File: src/rtl/proc_mem_pkg.sv
// Shared processor-memory definitions: DM geometry, SRAM strobe levels and the
// DM dump reader state encoding.
package proc_mem_pkg;

  localparam int unsigned DM_ADDR_WIDTH = 11;
  localparam int unsigned DM_DATA_WIDTH = 32;
  localparam int unsigned DM_DEPTH      = 2048;

  // SRAM strobes are active-low
  localparam logic MEM_EN  = 1'b0;
  localparam logic MEM_DIS = 1'b1;

  typedef enum logic [1:0] {
    StIdle,
    StRead,
    StDrain,
    StDone
  } dump_state_e;

endpackage

File: src/rtl/dump_skid_fifo.sv
// Two-entry FIFO holding captured DM words ({last, addr, data}) until the
// consumer takes them on the valid/ready interface.
module dump_skid_fifo #(
  parameter int unsigned Width = 44
) (
  input  logic             clk,
  input  logic             rst_n,
  input  logic             push_i,
  input  logic [Width-1:0] push_data_i,
  output logic             valid_o,
  input  logic             ready_i,
  output logic [Width-1:0] data_o,
  output logic [1:0]       count_o
);

  logic [Width-1:0] mem_q [2];
  logic             wr_ptr_q;
  logic             rd_ptr_q;
  logic [1:0]       count_q, count_d;
  logic             pop;

  assign valid_o = (count_q != 2'd0);
  assign pop     = valid_o & ready_i;
  assign data_o  = mem_q[rd_ptr_q];
  assign count_o = count_q;

  always_comb begin
    count_d = count_q;
    case ({push_i, pop})
      2'b10:   count_d = count_q + 2'd1;
      2'b01:   count_d = count_q - 2'd1;
      default: count_d = count_q;
    endcase
  end

  always_ff @(posedge clk or negedge rst_n) begin
    if (!rst_n) begin
      mem_q[0] <= '0;
      mem_q[1] <= '0;
      wr_ptr_q <= 1'b0;
      rd_ptr_q <= 1'b0;
      count_q  <= 2'd0;
    end else begin
      if (push_i) begin
        mem_q[wr_ptr_q] <= push_data_i;
        wr_ptr_q        <= ~wr_ptr_q;
      end
      if (pop) begin
        rd_ptr_q <= ~rd_ptr_q;
      end
      count_q <= count_d;
    end
  end

endmodule

File: src/rtl/dm_dump_reader.sv
// Reads a programmable DM window through the SRAM port and streams each word,
// tagged with its address and a last flag, on a valid/ready interface.
module dm_dump_reader
  import proc_mem_pkg::*;
#(
  parameter int unsigned ADDR_WIDTH = DM_ADDR_WIDTH,
  parameter int unsigned DATA_WIDTH = DM_DATA_WIDTH,
  parameter int unsigned CNT_WIDTH  = 12
) (
  input  logic                  clk,
  input  logic                  rst_n,
  input  logic                  start_i,
  input  logic [ADDR_WIDTH-1:0] base_addr_i,
  input  logic [CNT_WIDTH-1:0]  word_count_i,
  output logic                  busy_o,
  output logic                  done_o,
  output logic                  dm_cen_o,
  output logic                  dm_wen_o,
  output logic                  dm_oen_o,
  output logic [ADDR_WIDTH-1:0] dm_addr_o,
  input  logic [DATA_WIDTH-1:0] dm_dataout_i,
  output logic                  dump_valid_o,
  input  logic                  dump_ready_i,
  output logic [ADDR_WIDTH-1:0] dump_addr_o,
  output logic [DATA_WIDTH-1:0] dump_data_o,
  output logic                  dump_last_o
);

  localparam int unsigned FifoWidth = 1 + ADDR_WIDTH + DATA_WIDTH;
  localparam logic [CNT_WIDTH-1:0] MaxCount = CNT_WIDTH'(2 ** ADDR_WIDTH);

  dump_state_e           state_q, state_d;
  logic [ADDR_WIDTH-1:0] addr_q, addr_d;
  logic [CNT_WIDTH-1:0]  count_q, count_d;
  logic [CNT_WIDTH-1:0]  issued_q, issued_d;

  // Read issued last cycle: its data is on dm_dataout_i during this cycle
  logic                  inflight_q;
  logic                  inflight_last_q;
  logic [ADDR_WIDTH-1:0] inflight_addr_q;

  logic                  issue;
  logic                  issue_last;
  logic                  pop;
  logic [1:0]            fifo_count;
  logic [2:0]            occupancy;
  logic [CNT_WIDTH-1:0]  clamped_count;
  logic [FifoWidth-1:0]  fifo_rdata;

  assign clamped_count = (word_count_i > MaxCount) ? MaxCount : word_count_i;
  assign pop           = dump_valid_o & dump_ready_i;

  // Words buffered or in flight after this cycle's pop; keeping it below two
  // leaves room for the word issued now.
  assign occupancy  = {1'b0, fifo_count} + {2'b00, inflight_q} - {2'b00, pop};
  assign issue      = (state_q == StRead) && (occupancy < 3'd2);
  assign issue_last = (issued_q == count_q - 1'b1);

  always_comb begin
    state_d  = state_q;
    addr_d   = addr_q;
    count_d  = count_q;
    issued_d = issued_q;
    case (state_q)
      StIdle: begin
        if (start_i) begin
          addr_d   = base_addr_i;
          count_d  = clamped_count;
          issued_d = '0;
          state_d  = (clamped_count == '0) ? StDone : StRead;
        end
      end
      StRead: begin
        if (issue) begin
          addr_d   = addr_q + 1'b1;
          issued_d = issued_q + 1'b1;
          if (issue_last) begin
            state_d = StDrain;
          end
        end
      end
      StDrain: begin
        // Finish as the final word leaves so done lands right after its transfer
        if (!inflight_q && ((fifo_count == 2'd0) || ((fifo_count == 2'd1) && pop))) begin
          state_d = StDone;
        end
      end
      StDone:  state_d = StIdle;
      default: state_d = StIdle;
    endcase
  end

  always_ff @(posedge clk or negedge rst_n) begin
    if (!rst_n) begin
      state_q         <= StIdle;
      addr_q          <= '0;
      count_q         <= '0;
      issued_q        <= '0;
      inflight_q      <= 1'b0;
      inflight_last_q <= 1'b0;
      inflight_addr_q <= '0;
    end else begin
      state_q         <= state_d;
      addr_q          <= addr_d;
      count_q         <= count_d;
      issued_q        <= issued_d;
      inflight_q      <= issue;
      inflight_last_q <= issue & issue_last;
      inflight_addr_q <= addr_q;
    end
  end

  dump_skid_fifo #(
    .Width(FifoWidth)
  ) u_fifo (
    .clk        (clk),
    .rst_n      (rst_n),
    .push_i     (inflight_q),
    .push_data_i({inflight_last_q, inflight_addr_q, dm_dataout_i}),
    .valid_o    (dump_valid_o),
    .ready_i    (dump_ready_i),
    .data_o     (fifo_rdata),
    .count_o    (fifo_count)
  );

  assign {dump_last_o, dump_addr_o, dump_data_o} = fifo_rdata;

  assign busy_o    = (state_q != StIdle);
  assign done_o    = (state_q == StDone);
  assign dm_cen_o  = issue ? MEM_EN : MEM_DIS;
  assign dm_wen_o  = MEM_DIS;
  assign dm_oen_o  = busy_o ? MEM_EN : MEM_DIS;
  assign dm_addr_o = addr_q;

endmodule
File: config.mk
export PLATFORM = sky130hd
export DESIGN_NAME = dm_dump_reader
export DESIGN_NICKNAME = d
export VERILOG_FILES = /design/src/rtl/proc_mem_pkg.sv /design/src/rtl/dump_skid_fifo.sv /design/src/rtl/dm_dump_reader.sv
export SDC_FILE = /design/constraint.sdc
export NUM_CORES = 1
export LEC_CHECK = 0
export ABC_AREA = 1
export CORE_AREA = 4 4 134 98
export CTS_BUF_LIST = sky130_fd_sc_hd__clkbuf_4 sky130_fd_sc_hd__clkbuf_8
export DETAILED_ROUTE_END_ITERATION = 12
export DIE_AREA = 0 0 138 102
export GPL_TIMING_DRIVEN = 0
export PLACE_DENSITY = 0.87
export SLEW_MARGIN = 25
export SYNTH_ARGS = -nofsm -noshare
export SYNTH_HDL_FRONTEND = slang
export SYNTH_SLANG_ARGS = --single-unit
File: constraint.sdc
create_clock -name clk -period 6 [get_ports clk]
set_clock_uncertainty 0.2 [all_clocks]
set_input_delay 0.9 -clock clk [delete_from_list [all_inputs] [get_ports clk]]
set_output_delay 0.9 -clock clk [all_outputs]
set_load 0.02 [all_outputs]
==> results.ini <==
[routing]
drc_errors = 0
wl_microns = 17700
postRouteAntennaNets = 0
vias = 6307
wire_per_inst_microns = 15.1
dr.pass1.iters = 6
dr.first_iter.drc_count = 638
via_per_inst = 5.38

[clock_network]
cts_htree_levels = 4
post_cts_buffers = 0
ctsResizeCount = 0
clock_latency_ns = 0.44
clk_pin_slew_ns = 0.08
clkSinkCount = 142
cts_tree = done
hold_buffers = 0
numCtsBuffers = 17
cts_root_buf = clkbuf_8
cts_buffer_depth = 2

[synth]
synth_top_family_by_area = simple AND/OR/NAND/NOR gates
syn-num-nets = 931
yosysUniqueCellTypes = 44
synthSimpleGateAreaFrac_pct = 24.9
synthAdderAreaFrac_pct = 2.30
syn_area_per_cell_sq_um = 7.98
yosysSeqAreaShare_pct = 51.8
netlist_area_sq_um = 6860
synth_seq_cells = 142
synth_compound_area_share_pct = 11.7
synth_xor_area_share_pct = 1.79
ys_warn_count = 0
synth_cells = 860
muxShareOfSynthArea_pct = 0.146

[worst_setup_path]
path_depth = 10
path_max_fanout = 4
startpoint_type = input pin
crit_path_end_kind = output port
cp_slowest_cell = clkdlybuf4s50_1
ff2ff_setup_slack_ns = 2.41
critPathBufInv = 4
path_class = in2out
critPathArrivalTime_ns = 3.74
rr_startpoint = u_fifo.count_o[1]
timing.rr.end = issued_q[9]
path_cells = clkdlybuf4s50_1 > nand2_1 > inv_1 > ha_1 > or2_2 > fa_1 > nand3_2 > nor2_1 > inv_1 > clkdlybuf4s50_1
crit_required_ns = 4.90
cp_top_family = buffers and inverters
ff2ff_path_depth = 16
cp_slowest_stage_delay_ns = 0.56

[flow_run]
drv_cap = 0

[timing]
worst_pin_slew_ns = 0.505
fin_tns_setup_ns = 0
hold_slack_ns = 0.142
rsz0062_at_grt = no
finalHoldViolations = 0
setup_viol = 0
finalCritPeriodShare_pct = 80.7
fmax_mhz = 207
relSlewSlack_pct = 66.3
maxSlewViolCount = 0
fin_crit_ns = 4.84

[layout]
final_cell_mix = nand2_1, dfrtp_1, clkdlybuf4s50_1, o21ai_0, inv_1
n_antenna_cell = 0
syn2layout_area_growth_pct = 26.7
layout-drive-gt1-share_pct = 6.73
layout_commonest_cell = nand2_1
nets = 1069

[power_and_ir_drop]
peakVddDrop_mv = 0.367
power.density_nw_per_um2 = 579
p_leak_nw = 4.30

[grt]
grt_pass1_wl_microns = 29600
grt_pass1_vias = 5912
grt_antenna_before_repair = 0
grt.total_usage_pct = 26.0
overflow = 0
grt_start_max_net_pins = 100

[floorplanning]
rows = 34
dieArea_sq_um = 14100
ios = 120
coreArea_sq_um = 12000
die-height_microns = 102
die_w_microns = 138
initial_core_util_pct = 57.2

[status]
status = finished clean

[placed_design]
place_congestion = 0.866
dpl.hpwl_microns = 12400
portBuffers = 118

[hold_path]
hold_path.class = in2async

## state kept, by name, summed over array words and instances, names as in the netlist
signal,cells
count_q,12
dm_addr_o,11
inflight_addr_q,11
inflight_last_q,1
inflight_q,1
issued_q,12
state_q,2
u_fifo.count_o,2
u_fifo.mem_q,88
u_fifo.rd_ptr_q,1
u_fifo.wr_ptr_q,1
## area by class of cell
| class | count | area, sq um |
|---|---|---|
| multi-input cells | 588 | 2800 |
| fillers | 927 | 3300 |
| clock inverters | 13 | 165 |
| repair buffers | 119 | 1210 |
| plain buffers | 35 | 149 |
| flip-flops and latches | 142 | 3550 |
| well taps | 162 | 203 |
| inverters | 95 | 357 |
| clock buffers | 19 | 249 |
## metrics by stage
step	std cells	setup slack (ns)	total power, W	util (%)	area [sq um]
floorplan	860	2.42	0.00320	-	6860
global placement	1140	-1.58	0.00411	68.7	8250
detailed placement	1141	1.26	0.00420	69.0	8280
CTS	1173	1.19	0.00503	72.5	8690
global route	1173	1.06	0.00540	72.5	8690
finish	1173	1.16	0.00503	72.5	8690
## routing by layer
metal / vias up / wire (microns) / share of wire, % / track usage (%)
met5: - / 0 / 0 / 0
met4: 0 / 185 / 1.0 / 5.77
met3: 23 / 1510 / 8.5 / 6.03
met2: 295 / 8070 / 46 / 40.7
met1: 2998 / 7960 / 45 / 37.7
li1: 2991 / - / - / -
## worst max path at each step
stage	slack [ns]	to	from
global route	1.06	dm_cen_o	dump_ready_i
finish	1.16	dm_cen_o	dump_ready_i
detailed placement	1.26	dm_cen_o	dump_ready_i
global placement	-1.58	u_fifo.mem_q[1]	rst_n
floorplan	2.42	dm_cen_o	dump_ready_i
CTS	1.19	dm_cen_o	dump_ready_i
## synthesized netlist by cell type (all sizes together)
cell type	instances	area share (%)
nand2	316	18
dfrtp	142	52
o21ai	116	8.5
inv	95	5.2
nor2	41	2.6
nand3	32	2.6
clkbuf	27	1.5
a21oi	15	1.3
ha	11	2.0
buf	8	0.69
nor3	8	0.66
nand4	7	0.64
xnor2	7	0.89
xor2	7	0.89
o31ai	5	0.55
or2	4	0.40
a22oi	3	0.33
a2bb2oi	2	0.26
a31oi	2	0.18
nand3b	2	0.22
nor4	2	0.27
o211ai	2	0.22
a22o	1	0.13
conb	1	0.055
fa	1	0.29
mux2i	1	0.15
o21bai	1	0.11
o22ai	1	0.091
## where the power goes
group | switching, W | internal, W
Combinational | 0.00152 | 0.00103
Clock | 0.000375 | 0.000421
Sequential | 0.000303 | 0.00138
Total | 0.00220 | 0.00284
## cells by family (layout without fill, tap and decap cells)
family	after synthesis	after routing
AO/OA/AOI/OAI	148	148
AND/OR/NAND/NOR	412	412
adder cells (fa/ha/maj)	12	12
XOR/XNOR	14	14
flip-flops	142	142
buffers and inverters	130	281
other	1	1
multiplexers	1	1
Power figures use the tool's default switching activity.
==> RTL edit: new RTL, same flow settings <==
Set the parameter `CNT_WIDTH` to 6 (it was 12).
--- a/src/rtl/dm_dump_reader.sv
+++ b/src/rtl/dm_dump_reader.sv
@@ -6,5 +6,5 @@
   parameter int unsigned ADDR_WIDTH = DM_ADDR_WIDTH,
   parameter int unsigned DATA_WIDTH = DM_DATA_WIDTH,
-  parameter int unsigned CNT_WIDTH  = 12
+  parameter int unsigned CNT_WIDTH  = 6
 ) (
   input  logic                  clk,
Ports: changed (resized word_count_i); port bits go from 120 to 114. No check against the original RTL was run, so the function may have changed too.
==> RTL edit against the unedited design <==
Final cell count decreased by 11%. First-iteration DRC count decreased by 39%. Count of clock-buffer cells in the layout decreased by 1. Power decreased by 10%. Area after synthesis decreased by 13%. Wire length decreased by 18%. Via count decreased by 17%. Setup slack improved by 320 ps. Sequential cell count decreased by 12. Core utilization decreased by 8.2 points. Design area decreased by 11%. Clock power decreased by 3.0%. Critical endpoint unchanged. Largest cell class unchanged.
==> RTL edit: results (changes against the unedited design) <==
* Status: completed (unchanged)
* Setup slack at placement at 1460 ps (was 1260 ps)
* DRT iter0 DRCs at 388 (was 638)
* RR Endpoint: dm_addr_o[8] (was issued_q[9])
* Yosys cell types at 33 (was 44)
* Top post-synthesis cells by area: dfrtp_1 54%, nand2_1 18%, o21ai_0 6.2%, inv_1 4.7%, o21ai_1 2.8% (was dfrtp_1 52%, nand2_1 17%, o21ai_0 8.3%, inv_1 4.9%, nand3_1 2.0%)
* Fin nets at 932 (was 1069)
* Arrival time at the worst endpoint at 3420 ps (was 3740 ps)
* WL met3 at 965 um (was 1.51 mm)
* Global-route wire length before repair at 24.5 mm (was 29.6 mm)
* Vias in the first global route at 5008 (was 5912)
* Max IR drop VDD at 0.417 mV (was 0.367 mV)
* Largest net degree at the start of global routing at 80 (was 100)
* Gates resized, CTS repair at 0 (unchanged)
* Routed metal-1 wirelength at 6.85 mm (was 7.96 mm)
* Post-synth top cells: 295 x nand2_1, 130 x dfrtp_1, 75 x inv_1 (was 312 x nand2_1, 142 x dfrtp_1, 114 x o21ai_0)
* Worst slew pin tran at 545 ps (was 505 ps)
* Placed insts at 1012 (was 1141)
* # fillers at 1012 (was 927)
* RR Startpoint: u_fifo.count_o[0] (was u_fifo.count_o[1])
* Sw power at 1.92 mW (was 2.20 mW)
* IO Port Bufs at 106 (was 118)
* Share of post-route cells with drive strength above 1 at 0.0680 (was 0.0673)
* Seq power at 1.54 mW (was 1.69 mW)
* Synthesized instance count at 743 (was 860)
* Placement Cell Area at 7300 sq um (was 8280 sq um)
* Worst Reg2Reg Path Length in Cells at 13 (was 16)
* Worst Hold Slack at 145 ps (was 142 ps)
* Avg WL per Cell at 13.9 um (was 15.1 um)
* P_comb at 2.20 mW (was 2.55 mW)
* Fmax at 221 MHz (was 207 MHz)
* Pleak at 3.90 nW (was 4.30 nW)
* HPWL after DPL at 10.4 mm (was 12.4 mm)
* Register area share after synthesis at 0.542 (was 0.518)
RTL edit: routing by layer:
metal | vias up | global-route usage
li1 | 2566 | -
met1 | 2471 | 0.305
met2 | 184 | 0.326
met3 | 17 | 0.0622
met4 | 0 | 0.0645
met5 | - | 0
RTL edit: cell families after synthesis:
family	share of synthesized area
fa+ha+maj	0.0221
buf+inv	0.0780
compound gates	0.109
flops	0.542
xor+xnor	0.0131
simple gates	0.235
other cells	0.000625
RTL edit: cell type report:
class | count | share of cell area
clock buffers | 18 | 0.0321
multi-input cells | 500 | 0.296
well taps | 162 | 0.0263
inverters | 79 | 0.0386
flip-flops and latches | 130 | 0.422
repair buffers | 107 | 0.142
plain buffers | 34 | 0.0221
clock inverters | 14 | 0.0217
RTL edit: critical path: stages:
cell and delay [ps]:
clkdlybuf4s50_1 520, nand2_1 200, nor2_1 230, o21ai_0 150
fa_1 520, nand3_2 120, nor2_1 150, inv_1 90
clkdlybuf4s50_1 540
